**src/rtl/pc_gen.sv**
```systemverilog
// Fetch-address generator: fetch/decide FSM, in-flight branch prediction FIFO, mispredict recovery
// and predictor training strobe. Define PC_GEN_PREDICT_EN to let the predictor steer the next pc.
module pc_gen #(
  parameter logic [31:0] RESET_PC   = 32'h0000_0000,
  parameter int          FIFO_DEPTH = 4
) (
  input  logic        clk,
  input  logic        rst,
  output logic        if_req_o,
  output logic [31:0] if_addr_o,
  input  logic        if_ack_i,
  input  logic [31:0] if_inst_i,
  output logic [31:0] inst_o,
  output logic [31:0] inst_addr_o,
  output logic        inst_valid_o,
  input  logic        hold_i,
  input  logic        bp_result_i,
  input  logic [31:0] bp_jump_addr_i,
  input  logic        ex_resolve_i,
  input  logic        ex_taken_i,
  input  logic [31:0] ex_target_i,
  output logic        flush_o,
  output logic        last_need_predict_o,
  output logic        last_jump_o,
  output logic [31:0] last_addr_o
);

  localparam int PTR_W = (FIFO_DEPTH > 1) ? $clog2(FIFO_DEPTH) : 1;
  localparam int CNT_W = PTR_W + 1;
  localparam logic [6:0] OP_JAL = 7'b1101111;
  localparam logic [6:0] OP_BR  = 7'b1100011;

  typedef enum logic {S_FETCH, S_DECIDE} state_t;

  state_t             state_q;
  logic [31:0]        pc_q;
  logic [31:0]        inst_q;
  logic [31:0]        inst_addr_q;

  logic [31:0]        fifo_addr_q [FIFO_DEPTH];
  logic [31:0]        fifo_tgt_q  [FIFO_DEPTH];
  logic               fifo_tkn_q  [FIFO_DEPTH];
  logic [PTR_W-1:0]   wr_ptr_q;
  logic [PTR_W-1:0]   rd_ptr_q;
  logic [CNT_W-1:0]   count_q;
  logic [CNT_W-1:0]   count_d;

  logic               last_need_q;
  logic               last_jump_q;
  logic [31:0]        last_addr_q;

  logic               is_branch;
  logic               fifo_full;
  logic               fifo_empty;
  logic               pop;
  logic               push;
  logic               mispredict;
  logic               valid;
  logic               transfer;
  logic               pred_taken;
  logic [31:0]        seq_addr;
  logic [31:0]        pc_pred_d;
  logic [31:0]        pc_fix_d;

  assign seq_addr   = inst_addr_q + 32'd4;
  assign is_branch  = (inst_q[6:0] == OP_JAL) || (inst_q[6:0] == OP_BR);
  assign fifo_full  = (count_q == CNT_W'(FIFO_DEPTH));
  assign fifo_empty = (count_q == '0);

  assign pop        = ex_resolve_i && !fifo_empty;
  assign mispredict = pop && ((ex_taken_i != fifo_tkn_q[rd_ptr_q]) ||
                              (ex_taken_i && (ex_target_i != fifo_tgt_q[rd_ptr_q])));
  assign pc_fix_d   = ex_taken_i ? ex_target_i : (fifo_addr_q[rd_ptr_q] + 32'd4);

  // A full FIFO blocks a branch unless the head leaves this same cycle.
  assign valid      = (state_q == S_DECIDE) && !mispredict &&
                      !(is_branch && fifo_full && !pop);
  assign transfer   = valid && !hold_i;
  assign push       = transfer && is_branch;

`ifdef PC_GEN_PREDICT_EN
  assign pred_taken = is_branch && bp_result_i;
  assign pc_pred_d  = pred_taken ? bp_jump_addr_i : seq_addr;
`else
  logic unused_bp;
  assign unused_bp  = ^{bp_result_i, bp_jump_addr_i};
  assign pred_taken = 1'b0;
  assign pc_pred_d  = seq_addr;
`endif

  assign count_d = mispredict ? '0 : (count_q + CNT_W'(push) - CNT_W'(pop));

  // Fetch/decide FSM; a mispredict overrides both states, dropping any same-cycle ack.
  always_ff @(posedge clk) begin
    if (rst) begin
      state_q     <= S_FETCH;
      pc_q        <= RESET_PC;
      inst_q      <= '0;
      inst_addr_q <= '0;
    end else if (mispredict) begin
      state_q <= S_FETCH;
      pc_q    <= pc_fix_d;
    end else if (state_q == S_FETCH) begin
      if (if_ack_i) begin
        inst_q      <= if_inst_i;
        inst_addr_q <= pc_q;
        state_q     <= S_DECIDE;
      end
    end else begin
      if (transfer) begin
        pc_q    <= pc_pred_d;
        state_q <= S_FETCH;
      end
    end
  end

  always_ff @(posedge clk) begin
    if (rst || mispredict) begin
      wr_ptr_q <= '0;
      rd_ptr_q <= '0;
    end else begin
      if (push) wr_ptr_q <= wr_ptr_q + PTR_W'(1);
      if (pop)  rd_ptr_q <= rd_ptr_q + PTR_W'(1);
    end
  end

  always_ff @(posedge clk) begin
    if (rst) count_q <= '0;
    else     count_q <= count_d;
  end

  always_ff @(posedge clk) begin
    if (push) begin
      fifo_addr_q[wr_ptr_q] <= inst_addr_q;
      fifo_tkn_q[wr_ptr_q]  <= pred_taken;
      fifo_tgt_q[wr_ptr_q]  <= pc_pred_d;
    end
  end

  // Training strobe follows every pop by one cycle, mispredicted or not.
  always_ff @(posedge clk) begin
    if (rst) begin
      last_need_q <= 1'b0;
      last_jump_q <= 1'b0;
      last_addr_q <= '0;
    end else begin
      last_need_q <= pop;
      if (pop) begin
        last_jump_q <= ex_taken_i;
        last_addr_q <= fifo_addr_q[rd_ptr_q];
      end
    end
  end

  assign if_req_o            = !rst && (state_q == S_FETCH);
  assign if_addr_o           = rst ? RESET_PC : pc_q;
  assign inst_o              = rst ? '0 : inst_q;
  assign inst_addr_o         = rst ? '0 : inst_addr_q;
  assign inst_valid_o        = !rst && valid;
  assign flush_o             = !rst && mispredict;
  assign last_need_predict_o = !rst && last_need_q;
  assign last_jump_o         = !rst && last_jump_q;
  assign last_addr_o         = rst ? '0 : last_addr_q;

endmodule

```
**config.mk**
```make
export PLATFORM = sky130hd
export DESIGN_NAME = pc_gen
export DESIGN_NICKNAME = d
export VERILOG_FILES = /design/src/rtl/pc_gen.sv
export SDC_FILE = /design/constraint.sdc
export NUM_CORES = 1
export LEC_CHECK = 0
export BUFFER_PORTS_ARGS = -buffer_cell sky130_fd_sc_hd__buf_4
export CAP_MARGIN = 15
export CELL_PAD_IN_SITES_DETAIL_PLACEMENT = 0
export CELL_PAD_IN_SITES_GLOBAL_PLACEMENT = 1
export CORE_ASPECT_RATIO = 0.7
export CORE_UTILIZATION = 39
export CTS_CLUSTER_SIZE = 20
export DETAILED_ROUTE_END_ITERATION = 8
export GPL_TIMING_DRIVEN = 0
export PLACE_DENSITY = 0.88
export RECOVER_POWER = 100
export SLEW_MARGIN = 20
export SYNTH_ARGS = -nofsm -noshare
export SYNTH_HDL_FRONTEND = slang
export SYNTH_SLANG_ARGS = --single-unit
```
**constraint.sdc**
```tcl
create_clock -name clk -period 2.6 [get_ports clk]
set_clock_uncertainty 0.2 [all_clocks]
set_input_delay 0.52 -clock clk [delete_from_list [all_inputs] [get_ports clk]]
set_output_delay 0.52 -clock clk [all_outputs]
set_load 0.02 [all_outputs]
```
### After elaboration in Yosys (flattened, before gate mapping)

Memories as Yosys holds them, arrays and structs flattened. A register that Yosys moved wholly into a read port is not among the register bits.
Index checks and enable logic that the tools add are counted.

* bits of input ports: 103
* register bits after elaboration: 138
* logic and storage cells: 71
* memories: 2
* output and inout bits: 133
* RAM bits: 256

* muxes and demuxes: 17
* add/subtract/negate cells: 6
* reductions and logical operators: 29
* bitwise gates (word level): 2
* equal/unequal tests: 5

Memories
* fifo_addr_q: words 4, bits a word 32, read ports 1, clocked after Yosys merged registers in 1, write ports 1, RTL line 40 `logic [31:0] fifo_addr_q [FIFO_DEPTH];`
* fifo_tgt_q: words 4, bits a word 32, read ports 1, clocked after Yosys merged registers in 1, write ports 1, RTL line 41 `logic [31:0] fifo_tgt_q [FIFO_DEPTH];`

Operators with widths (count)
* 32-bit 2-to-1 mux: 8
* 32-bit by 3-bit adder with 32-bit output, second input constant: 2
* 32-bit inequality test: 1
* 7-bit == test, second input constant: 2
* 1-bit logical AND: 14
* 2-bit 2-to-1 mux: 4
* 1-bit zero test: 6
* 1-bit 2-to-1 mux: 5
* 2-bit by 1-bit adder with 2-bit output, second input constant: 2
* 2-bit nonzero test: 2
* 3-bit by 1-bit adder with 3-bit output: 1
* 3-bit == test, second input constant: 1
* 3-bit zero test: 1
* 1-bit logical OR: 3
* 3-bit AND reduction: 1
* 3-bit by 1-bit subtractor with 3-bit output: 1
* 1-bit NOT: 2
* 2-bit AND reduction: 1
* 2-bit OR reduction: 1
* 1-bit inequality test, second input constant: 1

### Logic depth before layout (Yosys ltp)

* depth in word-level cells: 11
* depth in mapped cells: 13
* depth with buffers taken out: 12

### Least setup slack after synthesis

No wires, ideal clock.

* path type: register to register
* start: register count_q[1]
* end: register count_q[2]
* buffers on the path: 1
* period minus slack after synthesis: 2.802 ns
* path slack: -0.202 ns
* setup time: 0.117 ns
* stages on the path, launching flop included: 13
* data arrival time: 2.484 ns
* data required time: 2.283 ns
* cell sequence: dfxtp_1 > or3_4 > nand2_1 > clkinv_1 > buf_2 > ha_1 > inv_1 > ha_1 > inv_1 > fa_1 > xor2_1 > xnor2_1 > nor2_1

* cells in the longest elaborated chain, start to end: 11
* elaborated cells between the ends (all ways): 17
* classes of those cells: add/sub: 2; eq/ne: 1; reduce/logical: 14

RTL lines
* from (decl): RTL line 45 `logic [CNT_W-1:0] count_q;`
* from (signal assigned): RTL line 129 `else count_q <= count_d;`
* 3-bit zero test (*): RTL line 68 `assign fifo_empty = (count_q == '0);`
* 1-bit zero test (*): RTL line 70 `assign pop = ex_resolve_i && !fifo_empty;`
* 1-bit logical AND (*): RTL line 70
* named net pop: RTL line 55 `logic pop;`
* 1-bit logical AND or 1-bit zero test (tied branches): RTL line 71, 77
* 1-bit zero test or 1-bit logical AND (tied branches): RTL line 76, 77
* 1-bit logical AND or 1-bit zero test (tied branches): RTL line 76, 77
* 1-bit logical AND: RTL line 76 `assign valid = (state_q == S_DECIDE) && !mispredict &&`
* 1-bit logical AND: RTL line 78 `assign transfer = valid && !hold_i;`
* 1-bit logical AND: RTL line 79 `assign push = transfer && is_branch;`
* 3-bit by 1-bit adder with 3-bit output: RTL line 91 `assign count_d = mispredict ? '0 : (count_q + CNT_W'(push) - CNT_W'(pop));`
* 3-bit by 1-bit subtractor with 3-bit output: RTL line 91

The timed path passes the listed nets; every way through them passes the cells marked *.
A chain may end at the register's enable or synchronous reset.

### Worst setup path after layout

* start: register count_q[2]
* end: output inst_valid_o

* cells in the longest elaborated chain, start to end: 8
* elaborated cells between the ends (all ways): 13
* classes of those cells: eq/ne: 1; reduce/logical: 12

RTL lines
* 3-bit zero test: RTL line 68
* 1-bit zero test: RTL line 70
* 1-bit logical AND: RTL line 70
* 1-bit logical AND or 1-bit zero test (tied branches): RTL line 71, 77
* 1-bit zero test or 1-bit logical AND (tied branches): RTL line 76, 77
* 1-bit logical AND or 1-bit zero test (tied branches): RTL line 76, 77
* 1-bit logical AND (*): RTL line 76
* 1-bit logical AND (*): RTL line 159 `assign inst_valid_o = !rst && valid;`
* to (decl): RTL line 15 `output logic inst_valid_o,`

Mark *: on every way between the ends. The rest lies on a longest branch, timed or not.

==> impl_metrics.yaml <==
sta:
  slew_headroom_pct: 44.8
  fin_crit_ns: 2.75
  tns_ns: -0.257
  final_hold_viol_count: 0
  fmax_mhz: 364
  drv_slew: 0
  setup_viol: 2
  worst_slew_pin_slew_ns: 0.827
  rsz0062_at_grt: "yes"
  finalCritPeriodShare_pct: 106
  whs_ns: 0.0161
  fin_ws_ns: -0.149
logic_synthesis:
  synth-main-ff-cell: "dfxtp_1"
  yosysTopAreaCell: "edfxtp_1"
  synth_area_leaders: "edfxtp_1 (34%), dfxtp_1 (25%), nor2b_1 (7.0%)"
  ys_warn_count: 0
  yosysMostFrequentCell: "nand2_1"
  synthCells: 984
  synth_edf_count: 128
  ys_ff_latch: 268
  synth_cell_types: 52
  yosysTopAreaCellShare_pct: 34.1
  synth_area_um2: 11300
  ys_seq_area_share_pct: 58.9
  ys_async_sr_fraction_pct: 0
  syn_avg_cell_area_um2: 11.5
  syn_nets: 1095
  synth.top_cells.by_count: "nand2_1 (146), dfxtp_1 (140), edfxtp_1 (128)"
global_routing:
  grtUsageMet3_pct: 5.39
  grt_overflow: 0
  first_global_vias: 8319
  grt_max_degree: 33
  top_usage_layer: "met2"
  antenna_found_initial: 0
  grt_pass1_wl_um: 48900
  gr-usage-met1_pct: 30.9
  grt_usage_pct: 22.0
  use_met2_pct: 33.3
clock_tree:
  path_clk_slew_ns: 0.06
  clockBufferDepth: 3
  clockRootBuffer: "clkbuf_16"
  cts_buffers: 26
  clk_latency_ns: 0.53
  htree_levels: 1
  tritoncts: "built"
  cts_sinks: 268
cells_and_area:
  post-route-util_pct: 51.0
  drive_gt1_share_pct: 28.4
  syn2layout_area_growth_pct: 27.1
  design_area_um2: 14300
  antenna_cells: 0
  nets: 1328
floorplan:
  fp-row-count: 51
  initial_core_util_pct: 40.1
  core_area_um2: 28100
  dieArea_um2: 29600
  pin_count: 236
  fp.dieW_um: 205
  die_h_um: 144
route:
  first_pass_iters: 5
  drc_errors: 0
  wl_per_cell_um: 20.7
  drt_iter0_drc: 701
  vias: 8632
  postRouteAntennaNets: 0
  via_per_inst: 5.37
  drt-total-wl_um: 33300
status:
  outcome: "finished with violations"
  failed_checks: "setup timing"
placement:
  dp_hpwl_um: 23600
  gp_congestion: 0.824
  placed_area_um2: 13300
  io_buffers: 201
critical_path:
  reg2reg_slack_ns: -0.11
  crit_arrival_ns: 2.03
  worst_setup_path_start_kind: "flip-flop"
  crit_required_ns: 1.88
  critPathMaxFanout: 3
  end_kind: "primary output"
  crit_type: "reg2out"
pwr:
  ir_drop_mv: 0.526
  p_leak_uw: 0.00545
  p_per_area_nw_per_um2: 844
  total_power_uw: 12100
hold_path:
  hold_class: "in2reg"
flow_run:
  cap_violations: 0
-- where the power goes --
part / leakage (µW) / internal, µW / total [µW] / switching (µW)
registers: 0.00232 / 4900 / 5350 / 446
clock network: 0.000465 / 2470 / 4060 / 1590
logic: 0.00266 / 1180 / 2700 / 1520
-- metal layers --
| layer | vias to the layer above | routed length [µm] |
|---|---|---|
| li1 | 3976 | - |
| met4 | 0 | 1090 |
| met2 | 426 | 14600 |
| met5 | - | 0 |
| met1 | 4157 | 14300 |
| met3 | 73 | 3290 |
-- cell families after synthesis --
family,share of synthesized area [%]
buffers and inverters,3.15
adders and majority gates,0.954
muxes,6.48
DFF,58.9
AOI/OAI and AO/OA,8.87
and+or+nand+nor,19.4
xor gates and xnor gates,2.25
-- worst max-delay path: stages, from the launching register on --
cell and delay [ns]:
dfxtp_2 0.32, or3_4 0.43, and3_4 0.20, buf_6 0.12, nor2_4 0.11, and3_4 0.21, buf_6 0.11
-- path summary, 6_finish.rpt --
| kind | from | to | depth (start not counted) |
|---|---|---|---|
| max | count_q[2]$_SDFF_PP0_ | inst_valid_o | 6 |
| min | ex_target_i[22] | pc_q[22]$_SDFFE_PP0P_ | 3 |
| max reg2reg | count_q[2]$_SDFF_PP0_ | count_q[2]$_SDFF_PP0_ | 12 |
| min reg2reg | last_addr_q[5]$_SDFFE_PP0N_ | last_addr_q[5]$_SDFFE_PP0N_ | 2 |
-- flip-flops by register name, indices dropped and copies added, names as in the netlist, named ones only --
register     flops
pc_q            32
count_q          3
last_addr_q     32
wr_ptr_q         2
rd_ptr_q         2
last_jump_q      1
inst_addr_q     32
last_need_q      1
inst_q          32
state_q          1
fifo_addr_q    128
-- cell usage in the layout, fill, tap and decap left out, drive strengths merged, types with 16 or more instances in the layout --
cell type	netlist	layout
dfxtp	140	140
clkbuf	28	67
nor2	40	40
o22a	33	33
edfxtp	128	128
o21ai	25	25
buf	36	239
nand2	146	146
nor2b	127	127
nand3	18	18
a21oi	67	67
xor2	16	16
mux4	32	32
-- stage by stage --
stage          std cells  setup slack, ns
6_report            1608           -0.149
5_1_grt             1608           -0.225
4_1_cts             1606           -0.161
3_5_place_dp        1556           -0.662
3_3_place_gp        1556           -0.649
2_1_floorplan        984           -0.186
-- final cells by class --
cell class | instances | area (µm²)
Tap cell | 371 | 464
Clock buffer | 37 | 773
Multi-Input combinational cell | 638 | 4370
Sequential cell | 268 | 6650
Inverter | 14 | 57.6
Buffer | 62 | 312
Fill cell | 2483 | 13800
Timing Repair Buffer | 207 | 1560
Clock inverter | 11 | 159
-- what timing repair did --
action	4_1_cts	5_1_grt
hold buffers	0	0
setup endpoints to repair	191	7
buffers inserted	2	4
cloned	0	0
gates resized for setup	26	15
pin swaps	5	3
Power figures use the tool's default switching activity.
